File: src/rtl/lsu_pkg.sv
// Shared types for the load/store unit: FSM state encoding, default widths
// and the latched request record.
package lsu_pkg;

  localparam int LSU_ADDR_W = 8;
  localparam int LSU_DATA_W = 8;

  typedef enum logic [1:0] {
    IDLE  = 2'd0,
    BYTE0 = 2'd1,
    BYTE1 = 2'd2,
    RESP  = 2'd3
  } lsu_state_t;

  typedef struct packed {
    logic                    write;
    logic                    pair;
    logic [LSU_ADDR_W-1:0]   addr;
    logic [2*LSU_DATA_W-1:0] wdata;
  } lsu_req_t;

endpackage

File: src/rtl/load_store_unit.sv
// Memory-access stage: turns one load/store request into one or two byte
// accesses on the data_memory port and returns data/ack over a response handshake.
module load_store_unit
  import lsu_pkg::*;
#(
  parameter int ADDR_W = LSU_ADDR_W,
  parameter int DATA_W = LSU_DATA_W
) (
  input  logic                  clk,
  input  logic                  reset,
  input  logic                  req_valid,
  output logic                  req_ready,
  input  logic                  req_write,
  input  logic                  req_pair,
  input  logic [ADDR_W-1:0]     req_addr,
  input  logic [2*DATA_W-1:0]   req_wdata,
  output logic                  resp_valid,
  input  logic                  resp_ready,
  output logic [2*DATA_W-1:0]   resp_rdata,
  output logic [ADDR_W-1:0]     mem_address,
  output logic [DATA_W-1:0]     mem_write_data,
  output logic                  mem_memwrite,
  input  logic [DATA_W-1:0]     mem_data_out,
  output logic                  busy
);

  lsu_state_t             state_q, state_d;
  lsu_req_t               req_q, req_d;
  logic [2*DATA_W-1:0]    rdata_q, rdata_d;

  always_comb begin
    state_d = state_q;
    req_d   = req_q;
    rdata_d = rdata_q;
    case (state_q)
      IDLE: begin
        if (req_valid) begin
          req_d.write = req_write;
          req_d.pair  = req_pair;
          req_d.addr  = req_addr;
          req_d.wdata = req_wdata;
          // Cleared on accept so byte loads and stores respond with zero upper/all bits.
          rdata_d     = '0;
          state_d     = BYTE0;
        end
      end
      BYTE0: begin
        if (!req_q.write) rdata_d[DATA_W-1:0] = mem_data_out;
        state_d = req_q.pair ? BYTE1 : RESP;
      end
      BYTE1: begin
        if (!req_q.write) rdata_d[2*DATA_W-1:DATA_W] = mem_data_out;
        state_d = RESP;
      end
      RESP: begin
        if (resp_ready) state_d = IDLE;
      end
      default: state_d = IDLE;
    endcase
  end

  always_ff @(posedge clk) begin
    if (reset) begin
      state_q <= IDLE;
      req_q   <= '0;
      rdata_q <= '0;
    end else begin
      state_q <= state_d;
      req_q   <= req_d;
      rdata_q <= rdata_d;
    end
  end

  // Memory port decode; the second byte address wraps within ADDR_W.
  always_comb begin
    mem_address    = '0;
    mem_write_data = '0;
    mem_memwrite   = 1'b0;
    case (state_q)
      BYTE0: begin
        mem_address    = req_q.addr;
        mem_write_data = req_q.wdata[DATA_W-1:0];
        mem_memwrite   = req_q.write & ~reset;
      end
      BYTE1: begin
        mem_address    = ADDR_W'(req_q.addr + 1'b1);
        mem_write_data = req_q.wdata[2*DATA_W-1:DATA_W];
        mem_memwrite   = req_q.write & ~reset;
      end
      default: ;
    endcase
  end

  assign req_ready  = (state_q == IDLE) && !reset;
  assign resp_valid = (state_q == RESP);
  assign resp_rdata = resp_valid ? rdata_q : '0;
  assign busy       = (state_q != IDLE);

endmodule

File: config.mk
export PLATFORM = sky130hd
export DESIGN_NAME = load_store_unit
export DESIGN_NICKNAME = d
export VERILOG_FILES = /design/src/rtl/lsu_pkg.sv /design/src/rtl/load_store_unit.sv
export SDC_FILE = /design/constraint.sdc
export NUM_CORES = 1
export LEC_CHECK = 0
export CORE_ASPECT_RATIO = 1.1
export CORE_UTILIZATION = 45
export DETAILED_ROUTE_END_ITERATION = 8
export PLACE_DENSITY_LB_ADDON = 0.05
export SYNTH_ARGS = -nofsm -noshare
export SYNTH_HDL_FRONTEND = slang
export SYNTH_SLANG_ARGS = --single-unit
File: constraint.sdc
create_clock -name clk -period 4.1 [get_ports clk]
set_input_delay 0.82 -clock clk [delete_from_list [all_inputs] [get_ports clk]]
set_output_delay 0.82 -clock clk [all_outputs]
set_load 0.1 [all_outputs]
Word level (Yosys, flattened, before mapping)
Cells that the tools add are included.
Word-level totals
  register bits: 44
  bits in latches: 0
  bits in writable memories: 0
  bits in read-only memories: 0
  bits of input ports: 38
  output and inout port bits: 36
  memories: 0
Operators by class
  $add $sub $neg: 1
  multipliers: 0
  div/mod/pow operators: 0
  order comparisons: 0
  equal/unequal tests: 7
  shifts and indexed selects: 0
  mux-type cells: 12
  bitwise logic cells: 2
  reductions and logical operators: 11
Operator list (number)
  case mux 8 bit (2 select lines): 4
  2-to-1 mux 16 bit: 2
  adder 8 x 1 -> 8 bit (second input constant): 1
  2-to-1 mux 8 bit: 1
  case mux 2 bit (4 select lines): 1
  != test 2 bit (second input constant): 3
  AND reduction 3 bit: 2
  nonzero test 2 bit: 3
  == test 2 bit (second input constant): 2
  2-to-1 mux 2 bit: 2
  AND reduction 2 bit: 2
  == test 2 x 1 -> 1 bit (second input constant): 1
  zero test 2 bit: 1
  2-to-1 mux 1 bit: 2
  != test 2 x 1 -> 1 bit (second input constant): 1
  OR reduction 2 bit: 1
  bitwise AND 1 bit: 1
  logical AND 1 bit: 1
  zero test 1 bit: 1
  inverter 1 bit: 1

Longest topological paths before layout
Gate-level depths: netlist of run 1.
  depth in word-level cells: 3
  mapped depth: 7
  gate-level depth less buffers: 6

Worst setup path after synthesis of run 1
Ideal clock, no wire load.
  path kind: reg2out
  from: register state_q[0]
  to: output mem_address[3]
  arrival: 3313 ps
  required time: 3280 ps
  path slack: -33 ps
  stages on the path, launching flop included: 7
  buffers on the path: 2
  cells stage by stage: dfxtp_1 -> inv_1 -> ha_1 -> buf_2 -> buf_2 -> nand3b_1 -> a21boi_0
On the way
  word-level cells in the longest chain between the ends: 2
RTL lines
  from (decl): line load_store_unit.sv:27  | lsu_state_t state_q, state_d;
  from (signal assigned): line load_store_unit.sv:68  | state_q <= state_d;
  == test 2 bit or == test 2 x 1 -> 1 bit (tied branches): line load_store_unit.sv:79  | case (state_q)
  case mux 8 bit (2 select lines) *: line load_store_unit.sv:79
  to (decl): line load_store_unit.sv:20  | output logic [ADDR_W-1:0] mem_address,
Mark *: on every way between the ends. The rest lies on a longest branch, timed or not.

Worst setup path in the final report of run 1
  from: register state_q[0]
  to: output mem_address[7]
The elaborated chain is that of the path after synthesis.

==> impl_metrics.tcl, run 1 <==
set metrics [dict create \
    status "complete, no violations" \
    portBuffers 73 \
    clockBufferDepth 2 \
    hold_depth 2 \
    powerDensity_mw_per_mm2 612 \
    worstMarginPinSlew_ns 0.962 \
    hold_start "req_q[11]$_SDFFE_PP0P_" \
    antenna_cells 0 \
    hold_class "register to register" \
    fmax_mhz 314 \
    critPathMostFrequentCell "buf_4" \
    h-tree-depth 2 \
    netlist_area_sq_mm 0.00225 \
    layout-area-overhead-vs-synth_pct 34.4 \
    crit_buf_inv 3 \
    syn-instance-count 285 \
    path_class "register to output pin" \
    worst_ep_arrival_time_ns 2.36 \
    synth_seq_area_share 0.391 \
    tns_ns 0 \
    grt_usage 0.205 \
    maxSlewHeadroom 0.357 \
    finalWirelength_um 5150 \
    drv_slew 0 \
    antenna_found_initial 0 \
    cts_resized 0 \
    clkTransAtPathRegs_ns 0.08 \
    antenna_left 0 \
    final_area_sq_mm 0.00303 \
    drc_errors 0 \
    cp_max_fo 17 \
    post-cts-setup-buffer-count 0 \
    maxCapViolCount 0 \
    first_pass_iters 4 \
    holdPathEnd "req_q[11]$_SDFFE_PP0P_" \
    ioPinCount 74 \
    finalHoldViolations 0 \
    finalCritPeriodShare 0.776 \
    wl_per_cell_um 12.7 \
    grt_max_degree 28 \
    num_rows 26 \
    ys_ff_latch 44 \
    cts-root-buf "clkbuf_8" \
    r2r_start "state_q[1]$_SDFFE_PP0P_" \
    avgViaCountPerCell 5.02 \
    finClkSkew_ns 0.0101 \
    critical-path-top-delay-family "buffers and inverters" \
    cts_tree "done" \
    critPathRequiredTime_ns 3.28 \
    ys_warn_count 0 \
    dp_slack_ns 1.26 \
    cp_cell_sequence "inv_1, ha_1, buf_4, nand3b_1, o211ai_1, buf_4" \
    drive_above_1_share 0.134 \
    cpMaxStageDelayCell "ha_1" \
    peakVddDrop_mv 0.313 \
    n_fill_cell 439 \
    slowest_delay_ns 0.60 \
    reg2reg_slack_ns 1.88 \
    die-height_um 76.2 \
    synth_ff_type "dfxtp_1" \
    clock_latency_ns 0.30 \
    initial_core_util 0.477 \
    design.core.area_sq_mm 0.00472 \
    final_cells 406 \
    setup_viol 0 \
    nets 393 \
    placedCellCount 398 \
    p_leak_nw 1.24 \
    cp-end-kind "output pin" \
    postCtsHoldBufs 0 \
    grt_pass1_wl_um 8740 \
    fin_ws_ns 0.919 \
    synth_cell_types 27 \
    vias 2040 \
    synth_edf_count 0 \
    grt_pass1_vias 1815 \
    period_needed_ns 3.18 \
    overflow 0 \
    synthArstFlopShare 0 \
    dp.final_hpwl_um 3630 \
    cts_buffers 5 \
    rr_worst_depth 6 \
    place_congestion 0.798 \
    avgSynthCellArea_sq_um 7.90 \
    clkSinkCount 44 \
    die_area_sq_mm 0.00529 \
    crit_path_start_kind "register" \
    placed_cell_area_sq_mm 0.00294 \
    die_w_um 69.5 \
    syn_nets 329 \
    drt_first_iter_violations 115 \
    r2r-end "rdata_q[2]$_SDFFE_PP0P_" \
    rsz0062_at_grt "false" \
]
[layer usage]
metal	part of all wire	wire, um	track usage
met5	0	0	0
met4	0.011	59	0.0571
met3	0.057	292	0.0463
met2	0.47	2400	0.337
met1	0.46	2390	0.268
[layout make-up]
type	count	area (sq um)	share of cell area
multi-input combinational	216	1270	0.420
sequential	44	881	0.291
timing repair buffer	76	691	0.228
clock buffer	8	90.1	0.0298
tap	56	70.1	0.0232
inverter	6	22.5	0.00744
[worst register-to-register path, delay by kind of cell (launching register included)]
| family | cells | cell delay, ns |
|---|---|---|
| multiplexers | 1 | 0.23 |
| adder cells (fa/ha/maj) | 1 | 0.76 |
| flip-flops | 1 | 0.35 |
| AO/OA/AOI/OAI | 1 | 0.40 |
| buffers and inverters | 1 | 0.12 |
| AND/OR/NAND/NOR | 2 | 0.27 |
[stage by stage]
stage	total power [mW]	hold slack, ns	util
5_1_grt	1.97	0.478	0.642
3_3_place_gp	1.58	0.442	0.623
3_5_place_dp	1.59	0.450	0.623
2_1_floorplan	1.37	0.436	-
4_1_cts	1.87	0.460	0.642
6_report	1.85	0.457	0.642
[cell families (layout without fill, tap and decap cells)]
family / after synthesis / count (layout) / synth area share
AND/OR/NAND/NOR: 140 / 140 / 0.306
AO/OA/AOI/OAI: 51 / 51 / 0.142
flip-flops: 44 / 44 / 0.391
buffers and inverters: 25 / 90 / 0.0439
multiplexers: 19 / 19 / 0.0844
adder cells (fa/ha/maj): 6 / 6 / 0.0333
[where the power goes]
part / internal [mW] / switching, mW / leakage (nW)
Sequential: 0.508 / 0.0550 / 0.359
Combinational: 0.347 / 0.666 / 0.834
Clock: 0.138 / 0.141 / 0.0455
[layout by cell type (no fill, tap or decap), drive strengths merged]
cell type      count
a21boi             1
a21oi             29
inv                6
dfxtp             44
clkdlybuf4s50     38
mux2i             19
clkbuf             8
o211ai             2
a31oi              1
nand2b             2
nand3b             3
nand4              3
nand3              5
and2              35
nor2              21
ha                 6
o21ai              6
a22oi              9
nor2b             13
buf               38
a211oi             2
a221oi             1
nand2             56
and3               2
[worst max-delay path by stage]
stage	from	end	slack, ns	cells after the start
floorplan	state_q[1]$_SDFFE_PP0P_	mem_address[6]	0.54	6
global placement	reset	mem_memwrite	1.28	3
detailed placement	state_q[0]$_SDFFE_PP0P_	mem_address[7]	1.26	6
CTS	state_q[0]$_SDFFE_PP0P_	mem_address[7]	0.93	6
global route	state_q[0]$_SDFFE_PP0P_	mem_address[7]	0.74	6
finish	state_q[0]$_SDFFE_PP0P_	mem_address[7]	0.92	6
[cells in the mapped netlist (6+ instances only)]
library cell / n / area (sq um)
inv_1: 6 / 22.5
a21oi_1: 28 / 140
a22oi_1: 9 / 67.6
mux2i_1: 19 / 190
and2_1: 35 / 219
nor2b_1: 12 / 75.1
nor2_1: 21 / 78.8
o21ai_0: 6 / 30.0
dfxtp_1: 44 / 881
ha_1: 6 / 75.1
clkbuf_1: 13 / 48.8
nand2_1: 56 / 210
[state kept, by name, summed over array words and instances, names as in the netlist]
signal and count:
req_q 26, state_q 2, rdata_q 16
Note: power is estimated with default switching activity, not from simulation.
==> run 2: changes to the inputs <==
==> constraint.sdc (replaced) <==
create_clock -name clk -period 3 [get_ports clk]
set_input_delay 0.6 -clock clk [delete_from_list [all_inputs] [get_ports clk]]
set_output_delay 0.6 -clock clk [all_outputs]
set_load 0.1 [all_outputs]
==> impl_metrics.tcl, run 2 (synthesized netlist as in run 1, its figures left out) <==
set metrics [dict create \
    status "complete, no violations" \
    drc_errors 0 \
    avgViaCountPerCell 5.19 \
    num_rows 26 \
    design.core.area_sq_mm 0.00472 \
    portBuffers 73 \
    rsz0062_at_grt "false" \
    p_switching_mw 1.22 \
    peakVddDrop_mv 0.464 \
    dp.final_hpwl_um 3680 \
    top_register "req_q" \
    worst_ep_arrival_time_ns 2.06 \
    die_w_um 69.5 \
    place_congestion 0.720 \
    finalHoldViolations 0 \
    first_pass_iters 4 \
    cts_buffers 5 \
    grt_max_degree 32 \
    vias 2106 \
    antenna_left 0 \
    clkTransAtPathRegs_ns 0.08 \
    cts-root-buf "clkbuf_8" \
    overflow 0 \
    dp_slack_ns 0.456 \
    largest_reg_flops 26 \
    crit_buf_inv 3 \
    final_area_sq_mm 0.00326 \
    total_power_mw 2.66 \
    p_seq_frac 0.291 \
    cp-end-kind "output pin" \
    cp_cell_sequence "inv_1, ha_1, buf_4, nand2_1, nor2_1, buf_12" \
    path_class "register to output pin" \
    p_int_mw 1.44 \
    antenna_cells 0 \
    critPathRequiredTime_ns 2.40 \
    drt_first_iter_violations 92 \
    die-height_um 76.2 \
    nets 393 \
    reg_top3 "req_q: 26 flops, rdata_q: 16 flops, state_q: 2 flops" \
    h-tree-depth 2 \
    crit_path_start_kind "register" \
    antenna_found_initial 0 \
    finalCritPeriodShare 0.888 \
    critical-path-top-delay-family "buffers and inverters" \
    final_core_util 0.690 \
    clockBufferDepth 2 \
    grt_pass1_wl_um 9020 \
    worstMarginPinSlew_ns 0.874 \
    layout_commonest_cell "nand2_1" \
    drive_above_1_share 0.183 \
    powerDensity_mw_per_mm2 818 \
    fin_ws_ns 0.336 \
    initial_core_util 0.477 \
    ioPinCount 74 \
    grt_usage 0.214 \
    cpMaxStageDelayCell "ha_1" \
    fmax_mhz 375 \
    layout_common_cells "56 x nand2_1, 44 x dfxtp_1, 36 x clkdlybuf4s50_1, 35 x and2_1, 28 x a21oi_1" \
    die_area_sq_mm 0.00529 \
    finalWirelength_um 5360 \
    post-cts-setup-buffer-count 0 \
    setup_viol 0 \
    cts_tree "done" \
    slowest_delay_ns 0.52 \
    clock_power_share 0.144 \
    maxSlewHeadroom 0.416 \
    period_needed_ns 2.66 \
    placed_cell_area_sq_mm 0.00315 \
    clkSinkCount 44 \
    grt_pass1_vias 1965 \
    layout-area-overhead-vs-synth_pct 44.6 \
    drv_slew 0 \
    p_leak_nw 1.28 \
    p_comb_frac 0.565 \
    wl_per_cell_um 13.2 \
    hold_class "register to register" \
    maxCapViolCount 0 \
    clock_latency_ns 0.30 \
    netSwitchingFraction 0.459 \
    finClkSkew_ns 0.00516 \
    cp_max_fo 13 \
]
[run 2: cell count changes in the layout (fill, tap and decap cells not counted), sizes merged]
cell,previous run,this run
buf,38,40
clkdlybuf4s50,38,36
[run 2: power by group through the flow]
stage	Clock, mW	Sequential (mW)	Combinational, mW
final	0.385	0.775	1.50
after global routing	0.416	0.791	1.61
after CTS	0.395	0.771	1.50
after detailed placement	0	0.785	1.50
after global placement	0	0.779	1.48
after floorplan	0	0.763	1.14
[run 2: cell type report]
| cell class | instances | area (sq um) |
|---|---|---|
| timing repair buffer | 76 | 871 |
| clock buffer | 8 | 90.1 |
| fill | 404 | 1460 |
| inverter | 6 | 22.5 |
| sequential | 44 | 881 |
| multi-input combinational | 216 | 1320 |
| tap | 56 | 70.1 |
[run 2: layer usage]
layer | GRT usage | vias to the layer above | share of wire
met1 | 0.256 | 961 | 0.44
met2 | 0.362 | 68 | 0.48
met4 | 0.0898 | 0 | 0.021
li1 | - | 1067 | -
met5 | 0 | - | 0
met3 | 0.0542 | 10 | 0.054
[run 2: final timing paths]
| path | slack [ns] | from | endpoint | cells past startpoint |
|---|---|---|---|---|
| min reg2reg | 0.46 | req_q[10]$_SDFFE_PP0P_ | req_q[10]$_SDFFE_PP0P_ | 2 |
| max | 0.34 | state_q[1]$_SDFFE_PP0P_ | mem_memwrite | 6 |
| max reg2reg | 0.98 | state_q[1]$_SDFFE_PP0P_ | rdata_q[6]$_SDFFE_PP0P_ | 6 |
| min | 0.46 | req_q[10]$_SDFFE_PP0P_ | req_q[10]$_SDFFE_PP0P_ | 2 |
[run 2: timing repair]
| action | CTS | global route |
|---|---|---|
| resized for setup | 0 | 2 |
| hold buffers | 0 | 0 |
| endpoints found under the setup margin | 0 | 2 |
[run 2: metrics by stage]
stage / hold WS, ns / cells / setup TNS (ns)
3_3_place_gp: 0.443 / 398 / 0
4_1_cts: 0.459 / 406 / 0
3_5_place_dp: 0.448 / 398 / 0
5_1_grt: 0.480 / 406 / 0
2_1_floorplan: 0.436 / 285 / -0.258
6_report: 0.456 / 406 / 0
[run 2: tightest hold or removal path: stages (launching register included)]
cell	delay (ns)
dfxtp_1	0.31
nand2_1	0.05
a21oi_1	0.05
